File: src/rtl/game_ctrl.sv
// Snake game controller: run/pause/over FSM, step tick generator and a short
// pending-turn queue that feeds one direction change per step.
package snake_pkg;
    typedef enum logic [2:0] {
        NONE  = 3'd0,
        UP    = 3'd1,
        DOWN  = 3'd2,
        LEFT  = 3'd3,
        RIGHT = 3'd4
    } dir_t;

    typedef enum logic [1:0] {
        IDLE  = 2'b00,
        RUN   = 2'b01,
        PAUSE = 2'b10,
        OVER  = 2'b11
    } game_state_t;

    function automatic dir_t opposite(input dir_t d);
        case (d)
            UP:      return DOWN;
            DOWN:    return UP;
            LEFT:    return RIGHT;
            RIGHT:   return LEFT;
            default: return NONE;
        endcase
    endfunction
endpackage

module game_ctrl
    import snake_pkg::*;
#(
    parameter int unsigned TICK_DIV = 6_500_000,
    parameter int unsigned QDEPTH   = 2
) (
    input  logic        clk,
    input  logic        rst,
    input  logic        key_valid,
    input  dir_t        key_dir,
    input  logic        btn_start,
    input  logic        btn_pause,
    input  logic        collide,
    output logic        step,
    output dir_t        dir_out,
    output logic        map_rst,
    output logic [1:0]  state,
    output logic [15:0] step_cnt
);
    localparam int unsigned   TW        = $clog2(TICK_DIV);
    localparam logic [TW-1:0] TICK_LAST = TW'(TICK_DIV - 1);
    localparam int unsigned   QW        = 3;
    localparam logic [QW-1:0] QFULL     = QW'(QDEPTH);

    game_state_t   state_q, state_d;
    logic [TW-1:0] tick_q, tick_d;
    dir_t          dir_q, dir_d;
    logic [15:0]   cnt_q, cnt_d;
    dir_t          q_q [QDEPTH];
    dir_t          q_d [QDEPTH];
    logic [QW-1:0] qn_q, qn_d;
    logic          after_step_q, after_step_d;
    logic          fire;
    logic          accept;
    dir_t          ref_dir;

    always_comb begin
        // NOTE: every signal written in this block gets a default first, so no latch is inferred.
        state_d      = state_q;
        tick_d       = tick_q;
        dir_d        = dir_q;
        cnt_d        = cnt_q;
        q_d          = q_q;
        qn_d         = qn_q;
        after_step_d = 1'b0;
        map_rst      = 1'b0;

        fire = (state_q == RUN) && (tick_q == TICK_LAST);

        // Pop before push: a turn leaving the queue this step becomes the new reference.
        if (fire && (qn_q != '0)) begin
            for (int i = 0; i < int'(QDEPTH) - 1; i++) q_d[i] = q_q[i+1];
            q_d[QDEPTH-1] = NONE;
            qn_d          = qn_q - QW'(1);
            dir_d         = q_q[0];
        end

        ref_dir = dir_d;
        for (int i = 0; i < int'(QDEPTH); i++)
            if (qn_d == QW'(i + 1)) ref_dir = q_d[i];

        accept = key_valid && (state_q == RUN || state_q == PAUSE) && (key_dir != NONE)
              && (key_dir != ref_dir) && (key_dir != opposite(ref_dir)) && (qn_d != QFULL);
        if (accept) begin
            for (int i = 0; i < int'(QDEPTH); i++)
                if (qn_d == QW'(i)) q_d[i] = key_dir;
            qn_d = qn_d + QW'(1);
        end

        step    = fire;
        dir_out = dir_d;

        case (state_q)
            IDLE, OVER: begin
                tick_d = '0;
                if (btn_start) begin
                    state_d = RUN;
                    map_rst = 1'b1;
                    dir_d   = UP;
                    cnt_d   = '0;
                    qn_d    = '0;
                    for (int i = 0; i < int'(QDEPTH); i++) q_d[i] = NONE;
                end
            end
            RUN: begin
                tick_d       = fire ? '0 : tick_q + TW'(1);
                after_step_d = fire;
                if (fire && (cnt_q != 16'hFFFF)) cnt_d = cnt_q + 16'd1;
                // A collision report outranks both strobes in the same cycle.
                if (after_step_q && collide) state_d = OVER;
                else if (btn_pause)          state_d = PAUSE;
            end
            PAUSE: begin
                if (btn_pause) state_d = RUN;
            end
            default: ;
        endcase

        if (rst) begin
            step    = 1'b0;
            map_rst = 1'b0;
            dir_out = NONE;
        end
    end

    always_ff @(posedge clk) begin
        // NOTE: sequential state uses non-blocking assignments so every register samples pre-edge values.
        if (rst) begin
            state_q      <= IDLE;
            tick_q       <= '0;
            dir_q        <= NONE;
            cnt_q        <= '0;
            qn_q         <= '0;
            after_step_q <= 1'b0;
            // NOTE: the queue entries are cleared too; they are only a few flops, and it keeps them free of X.
            for (int i = 0; i < int'(QDEPTH); i++) q_q[i] <= NONE;
        end else begin
            state_q      <= state_d;
            tick_q       <= tick_d;
            dir_q        <= dir_d;
            cnt_q        <= cnt_d;
            qn_q         <= qn_d;
            after_step_q <= after_step_d;
            q_q          <= q_d;
        end
    end

    assign state    = state_q;
    assign step_cnt = cnt_q;
endmodule

File: config.mk
export PLATFORM = sky130hd
export DESIGN_NAME = game_ctrl
export DESIGN_NICKNAME = d
export VERILOG_FILES = /design/src/rtl/game_ctrl.sv
export SDC_FILE = /design/constraint.sdc
export NUM_CORES = 1
export LEC_CHECK = 0
export ABC_CLOCK_PERIOD_IN_PS = 7000
export BUFFER_PORTS_ARGS = -buffer_cell sky130_fd_sc_hd__buf_2
export CAP_MARGIN = 20
export CORE_UTILIZATION = 60
export DETAILED_ROUTE_END_ITERATION = 10
export GPL_ROUTABILITY_DRIVEN = 0
export PLACE_DENSITY = 0.8
export SLEW_MARGIN = 20
export SYNTH_ARGS = -nofsm -noshare
export SYNTH_HDL_FRONTEND = slang
export SYNTH_SLANG_ARGS = --single-unit
File: constraint.sdc
create_clock -name clk -period 7 [get_ports clk]
set_input_delay 0.35 -clock clk [delete_from_list [all_inputs] [get_ports clk]]
set_output_delay 0.35 -clock clk [all_outputs]
set_load 0.005 [all_outputs]
# Word level (Yosys, flattened, before mapping)
# Index checks and enable logic that the tools add are counted.
# word_totals
ff_bits,54
in_bits,9
output_inout_bits,23
elab_cells,81
# op_classes
addsub,4
n_eq_ne,18
n_mux,31
bitwise_logic,1
reduce_logical,19
# ops
cell,count
23-bit case mux with 2 select lines,1
3-bit two-way mux,12
16-bit two-way mux,2
16-bit case mux with 2 select lines,1
6-bit two-way mux,4
"23-bit by 1-bit adder with 23-bit output, second input constant",1
"23-bit == test, second input constant",1
23-bit two-way mux,1
"16-bit by 1-bit adder with 16-bit output, second input constant",1
"16-bit != test, second input constant",1
3-bit case mux with 4 select lines,1
"3-bit by 2-bit == test with 1-bit output, second input constant",3
1-bit logical AND,9
2-bit two-way mux,4
"3-bit by 1-bit == test with 1-bit output, second input constant",2
"3-bit by 2-bit != test with 1-bit output, second input constant",2
3-bit != test,2
2-bit case mux with 3 select lines,1
3-bit AND reduction,2
3-bit nonzero test,2
"2-bit == test, second input constant",2
1-bit two-way mux,4
"2-bit != test, second input constant",2
2-bit OR reduction,2
other kinds (10),10

# Longest topological paths before layout
# Gate-level depths: netlist of run 1.
# logic_depth
depth_word,15
ltp_mapped,21
depth_no_buf,19

# Worst setup path after synthesis of run 1
# OpenSTA, ideal clock, no wires.
# synth_timing
path_kind,flip-flop to flip-flop
from,register tick_q[5]
to,register q_q[3] (netlist name)
setup_ns,0.072
t_arrival_ns,3.914
required_ns,6.928
setup_slack_ns,3.014
path_stages_with_launch,17
path_buffers,1
synth_period_minus_slack_ns,3.986
path_cell_list,dfxtp_1 > or4b_4 > nor3_4 > nand3_1 > a21oi_1 > inv_1 > ha_1 > clkbuf_1 > and3_1 > a221oi_1 > mux2i_1 > a211oi_2 > and4_1 > o211ai_2 > a31oi_4 > nand4b_4 > mux2i_1
# synth_via
elab_chain_len,15
elab_cells_between_ends,26
cone_classes,eq/ne: 10; mux: 10; reduce/logical: 6
# synth_rtl
element,line,rtl
from (decl),55,"logic [TW-1:0] tick_q, tick_d;"
from (signal assigned),148,tick_q <= tick_d;
23-bit == test *,77,fire = (state_q == RUN) && (tick_q == TICK_LAST);
1-bit logical AND *,77,
1-bit logical AND *,80,if (fire && (qn_q != '0)) begin
3-bit two-way mux,80,
3-bit by 1-bit == test with 1-bit output,89,if (qn_d == QW'(i + 1)) ref_dir = q_d[i];
3-bit two-way mux (2 in series),89,
3-bit == test (tied with other cells),20,case (d)
3-bit case mux with 4 select lines,20,
3-bit != test,92,&& (key_dir != ref_dir) && (key_dir != opposite(ref_dir)) && (qn_d != QFULL);
1-bit logical AND (2 in series),92,
6-bit two-way mux *,93,if (accept) begin
6-bit two-way mux,105,if (btn_start) begin
6-bit two-way mux *,102,case (state_q)
to (signal assigned),153,q_q <= q_d;
to (decl),58,dir_t q_q [QDEPTH];
# Mark *: on every way between the ends. The rest lies on a longest branch, timed or not.
# A chain may end at the register's enable or synchronous reset.

# Worst setup path after layout of run 1
# Ends and elaborated chain as after synthesis.

==> results of run 1 <==
worst paths after layout:
| check | from | to | slack (ns) | depth (start not counted) |
|---|---|---|---|---|
| max | tick_q[5] | q_q[3] | 2.29 | 15 |
| min | key_dir[2] | q_q[5] | 0.32 | 3 |
| max reg2reg | tick_q[5] | q_q[3] | 2.29 | 15 |
| min reg2reg | q_q[0] | q_q[0] | 0.52 | 2 |
routing by layer:
metal | part of all wire | wire, um
met1 | 0.46 | 3560
met2 | 0.45 | 3520
met3 | 0.074 | 575
met4 | 0.016 | 121
met5 | 0 | 0
layout by cell type, fill, tap and decap left out, types with 9 or more instances in the layout:
cell     synthesis  routed
xor2_1          19      19
ha_1             9       9
buf_2            2      31
and3_1          11      11
dfxtp_1         54      54
nand2_1         27      27
nand3_1         24      24
nor2_1          63      63
mux2i_1         12      12
inv_1           16      16
o21ai_0         10      10
xnor2_1         20      20
nor3_1           9       9
a21oi_1         15      15
final cells by class:
cell class	instances	area (um^2)	share of cell area
tap	70	87.6	0.0241
inverter	16	60.1	0.0165
clock inverter	3	47.5	0.0131
multi-input combinational	314	2140	0.588
sequential	54	1080	0.297
timing repair buffer	31	155	0.0426
clock buffer	5	68.8	0.0189
logic make-up (layout without fill, tap and decap cells):
group / after synthesis / count (layout) / synth area share
simple gates: 189 / 189 / 0.315
compound gates: 64 / 64 / 0.151
fa+ha+maj: 9 / 9 / 0.0338
xor+xnor: 39 / 39 / 0.103
flops: 54 / 54 / 0.325
buf+inv: 28 / 55 / 0.0338
mux: 13 / 13 / 0.0395
power by group through the flow:
stage | combinational (W) | sequential, W | clock, W
2_1_floorplan | 0.000160 | 0.000339 | 0
3_3_place_gp | 0.000204 | 0.000340 | 0
3_5_place_dp | 0.000209 | 0.000341 | 0
4_1_cts | 0.000210 | 0.000334 | 0.000227
5_1_grt | 0.000236 | 0.000336 | 0.000240
6_report | 0.000215 | 0.000335 | 0.000227
per-stage QoR:
step	hold WS (ns)	worst slack, ns	std cells	area, um^2
after global routing	0.322	1.98	493	3640
after detailed placement	0.499	2.42	485	3520
after global placement	0.476	2.54	485	3520
after floorplan	0.447	3.01	396	3330
final	0.318	2.29	493	3640
after CTS	0.323	2.36	493	3640
state kept, by name, summed over array words and instances, names as in the netlist:
signal        cells
step_cnt         16
q_q               6
tick_q           23
after_step_q      1
dir_q             3
state             2
qn_q              3
worst min-delay path, cell delays in order:
cell	delay [ns]
buf_2	0.13
nand4_1	0.07
a21oi_1	0.06
==> out/results.ini, run 1 <==
[status]
status = complete, no violations

[power_and_ir_drop]
pwr-share-seq = 0.431
total_power_w = 0.000777
p_leak_nw = 1.35
power_density_nw_per_um2 = 213
p_comb_frac = 0.277
ir_drop_v = 0.000181
p_switching_w = 0.000268
power_frac_clock = 0.292
swShare = 0.344
p_int_w = 0.000509

[logic_synthesis]
synth_most_common_cell = nor2_1
synth_flop_cell = dfxtp_1
ys_warn_count = 0
synth_area_leaders = dfxtp_1, nor2_1, xnor2_1, xor2_1, mux2i_1
syn_nets = 414
syn_area_per_cell_um2 = 8.41
synth_enable_flop_cells = 0
ys_async_sr_fraction = 0
syn_inst = 396
syn_area_um2 = 3330
synth.top_cell.area_share = 0.325
ys_seq_elements = 54
synth_common_cells = nor2_1, dfxtp_1, nand2_1
ys_seq_area_frac = 0.325
synth.distinct_cells = 71
yosysTopAreaCell = dfxtp_1

[cells_and_area]
diodes = 0
drive_gt1_frac = 0.156
finalNetCount = 440
area_growth_pct = 9.32
utilization = 0.695
fillers = 447

[floorplanning]
die_x_um = 76.5
die_h_um = 76.5
dieArea_um2 = 5850
core-area_um2 = 5240
ios = 32
rows = 26
initial_core_util = 0.636

[clocking]
cts_setup_buffers = 0
hold_buffers = 0
htreeDepth = 2
cts_tree = done
clockBufferDepth = 2
root_buffer = clkbuf_8
ctsResizeCount = 0
cts_buffers = 5
clock_latency_ns = 0.33
cts.sinks = 54
cts.clk_slew.worst_paths_ns = 0.12

[setup_path]
cp_slowest_cell = or4b_4
worstPathMaxFanout = 9
cp_num_buf_inv = 1
cp-start-kind = flop
critical_path_class = flop to flop
cp.required_ns = 7.24
cpPeakStageDelay_ns = 0.59
critPathTopFamily = simple AND/OR/NAND/NOR gates
worstPathArrival_ns = 4.96
cp_common_cell = mux2i_1
cp-end-kind = flop
worstPathCellList = or4b_4 -> nor3_4 -> nand3_1 -> a21oi_1 -> inv_1 -> ha_1 -> and3_1 -> a221oi_1 -> mux2i_1 -> a211oi_2 -> and4_1 -> o211ai_2 -> a31oi_4 -> nand4b_4 -> mux2i_1

[detailed_routing]
avgRoutedWirePerCell_um = 15.8
drt-initial-drc-count = 272
drc_errors = 0
antenna_left = 0
drt_pass1_iterations = 7
num_vias = 3007
routed_via_density = 6.10
drt-total-wl_um = 7780

[placement]
dpl.hpwl_um = 5810
portBuffers = 31

[grt]
grt-ovfl-total = 0
grt_pass1_vias = 2779
grt_pass1_wl_um = 13000
use_met3 = 0.0683
grt_max_degree = 24
grt_usage = 0.273
antenna_found_initial = 0
met2_usage = 0.440
grt_use_met1 = 0.361
busiest_layer = met2

[timing]
final.setup.tns_ns = 0
hold_viol_final = 0
max_freq_ghz = 0.212
grt_setup_unrepaired = false
fin_skew_ns = 0.0169
setup_viol = 0
fin_crit_sh = 0.673
layout_min_cycle_time_ns = 4.71
finalMaxSlewViolations = 0
tightest_slew_ns = 0.736
relSlewSlack = 0.510

[hold_path]
hold_path_class = primary input to flop

[flow_run]
drv_cap = 0

Power figures use the tool's default switching activity.
==> inputs of run 2 (changes only) <==
- ABC_AREA: unset -> 1
- ABC_CLOCK_PERIOD_IN_PS: 7000 -> 4640
- CORE_UTILIZATION: 60 -> 59
- PLACE_DENSITY: 0.8 -> 0.79
- clock period: 7 -> 4.64 ns (I/O delays scaled with it)
==> run 2 against run 1 <==
  * Worst setup slack got worse by 1.2 ns
  * Clock power increased by 11%
  * Sequential power increased by 56%
  * Worst hold slack got worse by 0.12 ns
  * Combinational power increased to 2.7 times the previous value
  * First-iteration DRC count decreased by 50%
  * Critical path depth increased by 8
  * Power increased by 74%
  * Die area decreased by 1.1%
  * Clock skew decreased by 0.0098 ns
  * Synthesized area decreased by 2.8%
  * Count of clock-buffer cells in the layout increased by 1
  * Critical endpoint is now q_q[2]
  * Highest routed layer unchanged
==> out/results.ini, run 2 <==
[logic_synthesis]
syn_inst = 478
syn_nets = 496
synth_flop_cell = dfxtp_1
synth.distinct_cells = 40
ys_seq_area_frac = 0.334
synth_area_leaders = dfxtp_1, nand2_1, inv_1, nor2_1, a21oi_1
syn_area_um2 = 3240
ys_async_sr_fraction = 0
synth_enable_flop_cells = 0
synth_most_common_cell = nand2_1
synth_common_cells = nand2_1, inv_1, nor2_1
synth.top_cell.area_share = 0.334
ys_seq_elements = 54
ys_warn_count = 0
syn_area_per_cell_um2 = 6.77
yosysTopAreaCell = dfxtp_1

[detailed_routing]
avgRoutedWirePerCell_um = 11.3
drt-initial-drc-count = 137
num_vias = 2961
drt-total-wl_um = 6540
wl_met2_um = 2870
met3WireLength_um = 358
drt-met1-wl_um = 3240
drt_pass1_iterations = 4
antenna_left = 0
routed_via_density = 5.12
drc_errors = 0
top_layer = met4

[grt]
grt_max_degree = 21
grt_pass1_wl_um = 11300
antenna_found_initial = 0
grt-ovfl-total = 0
grt_pass1_vias = 2597
grt_usage = 0.237

[setup_path]
cp.required_ns = 4.85
r2r_setup_slack_ns = 1.10
worstPathArrival_ns = 3.75
cp_slowest_cell = dfxtp_1
critPathTopFamily = simple AND/OR/NAND/NOR gates
cp-start-kind = flop
cp_common_cell = nand2_1
worstPathCellList = ha_1 -> nand2_1 -> nor2_1 -> nand2_1 -> nor2_4 -> nand3_2 -> xor2_1 -> inv_1 -> ha_1 -> nand3_1 -> nand2_1 -> nand3_2 -> nand2_2 -> nand2_1 -> nand2_1 -> nand2_1 -> nand2_1 -> nor2_2 -> nand3_2 -> nand3_1 -> nand2_1 -> inv_1 -> nor2_1
cp_num_buf_inv = 2
cp-startpoint = state[0]
cp-end-kind = flop
rr_endpoint = q_q[2]
rr_startpoint = state[0]
cpPeakStageDelay_ns = 0.39
critical_path_class = flop to flop
worstPathMaxFanout = 12
reg2regPathDepth = 23

[floorplanning]
die_h_um = 76.1
die_x_um = 76.1
core-area_um2 = 5200
initial_core_util = 0.622
rows = 26
ios = 32
dieArea_um2 = 5780

[timing]
setup_viol = 0
fin_skew_ns = 0.00714
setup_slack_ns = 1.10
final.setup.tns_ns = 0
grt_setup_unrepaired = false
fin_crit_sh = 0.763
layout_min_cycle_time_ns = 3.54
max_freq_ghz = 0.283
hold_viol_final = 0
tightest_slew_ns = 0.628
relSlewSlack = 0.581
finalMaxSlewViolations = 0

[hold_path]
hold_path_class = primary input to flop
hold_path_end = dir_q[0]
hp-start = rst
hold_path_depth = 2

[power_and_ir_drop]
pwr-share-seq = 0.388
p_int_w = 0.000783
power_density_nw_per_um2 = 384
ir_drop_v = 0.000183
p_leak_nw = 1.58
power_frac_clock = 0.188
total_power_w = 0.00135
swShare = 0.419
p_comb_frac = 0.424
p_switching_w = 0.000565

[clocking]
cts_buffers = 5
cts.clk_slew.worst_paths_ns = 0.10
root_buffer = clkbuf_8
clockBufferDepth = 2
hold_buffers = 0
cts_tree = done
cts.sinks = 54
clock_latency_ns = 0.30
htreeDepth = 2
ctsResizeCount = 0
cts_setup_buffers = 0

[cells_and_area]
final_common_cell = nand2_1
layout_common_cells = nand2_1, inv_1, nor2_1
area_growth_pct = 8.55
drive_gt1_frac = 0.159
top_register = tick_q
fillers = 455
utilization = 0.675
diodes = 0
finalNetCount = 526
largest_register_ffs = 23

[placement]
portBuffers = 31
place_ws_ns = 1.17
dpl.hpwl_um = 5140

[status]
status = complete, no violations

[flow_run]
drv_cap = 0

## run 2: changes by cell type after synthesis, sizes merged, moves of 6 or more
cell / change
and3: -16
mux2i: -12
nor3: +8
xnor2: -18
o21ai: +14
nand2: +95
xor2: -8
a21oi: +9
nand2b: -6
inv: +60
## run 2: power by group through the flow
stage                     Clock [W]  Combinational, W  Sequential, W
after floorplan                   0          0.000459       0.000531
after global placement            0          0.000556       0.000533
after detailed placement          0          0.000570       0.000534
after CTS                  0.000258          0.000571       0.000523
after global routing       0.000278          0.000653       0.000528
final                      0.000253          0.000571       0.000523
## run 2: how the worst max path moves through the flow
stage	depth (start not counted)	to	slack [ns]
final	23	q_q[2]	1.10
after global routing	23	q_q[2]	0.71
after CTS	23	q_q[2]	1.14
after detailed placement	23	q_q[2]	1.17
after global placement	23	q_q[4]	1.28
after floorplan	26	qn_q[1]	1.65
## run 2: per-stage QoR
| stage | instances | hold WS, ns | instance area (um^2) |
|---|---|---|---|
| final | 578 | 0.199 | 3510 |
| after global routing | 578 | 0.210 | 3510 |
| after CTS | 578 | 0.197 | 3510 |
| after detailed placement | 571 | 0.473 | 3430 |
| after global placement | 571 | 0.465 | 3430 |
| after floorplan | 478 | 0.417 | 3240 |
## run 2: kinds of logic (layout without fill, tap and decap cells)
logic type | Yosys count | in the layout | synth area share
adder cells (fa/ha/maj) | 9 | 9 | 0.0348
AND/OR/NAND/NOR | 257 | 257 | 0.386
flip-flops | 54 | 54 | 0.334
XOR/XNOR | 13 | 13 | 0.0352
buffers and inverters | 84 | 114 | 0.102
AO/OA/AOI/OAI | 61 | 61 | 0.108
## run 2: layout make-up
cell class	count	area (um^2)	share of cell area
Timing Repair Buffer	31	155	0.0442
Multi-Input combinational cell	340	1820	0.519
Tap cell	70	87.6	0.0249
Clock inverter	1	7.51	0.00214
Sequential cell	54	1080	0.308
Inverter	76	285	0.0812
Clock buffer	6	72.6	0.0207
## run 2: layer usage
layer | track usage | up-vias
met2 | 0.376 | 62
li1 | - | 1595
met3 | 0.0527 | 7
met1 | 0.325 | 1297
met4 | 0.0654 | 0
met5 | 0 | -
## run 2: worst register-to-register path, delay by kind of cell (launching register included)
| family | cells | cell delay [ns] |
|---|---|---|
| xor+xnor | 1 | 0.33 |
| fa+ha+maj | 2 | 0.53 |
| buf+inv | 2 | 0.20 |
| flops | 1 | 0.39 |
| simple gates | 18 | 1.97 |
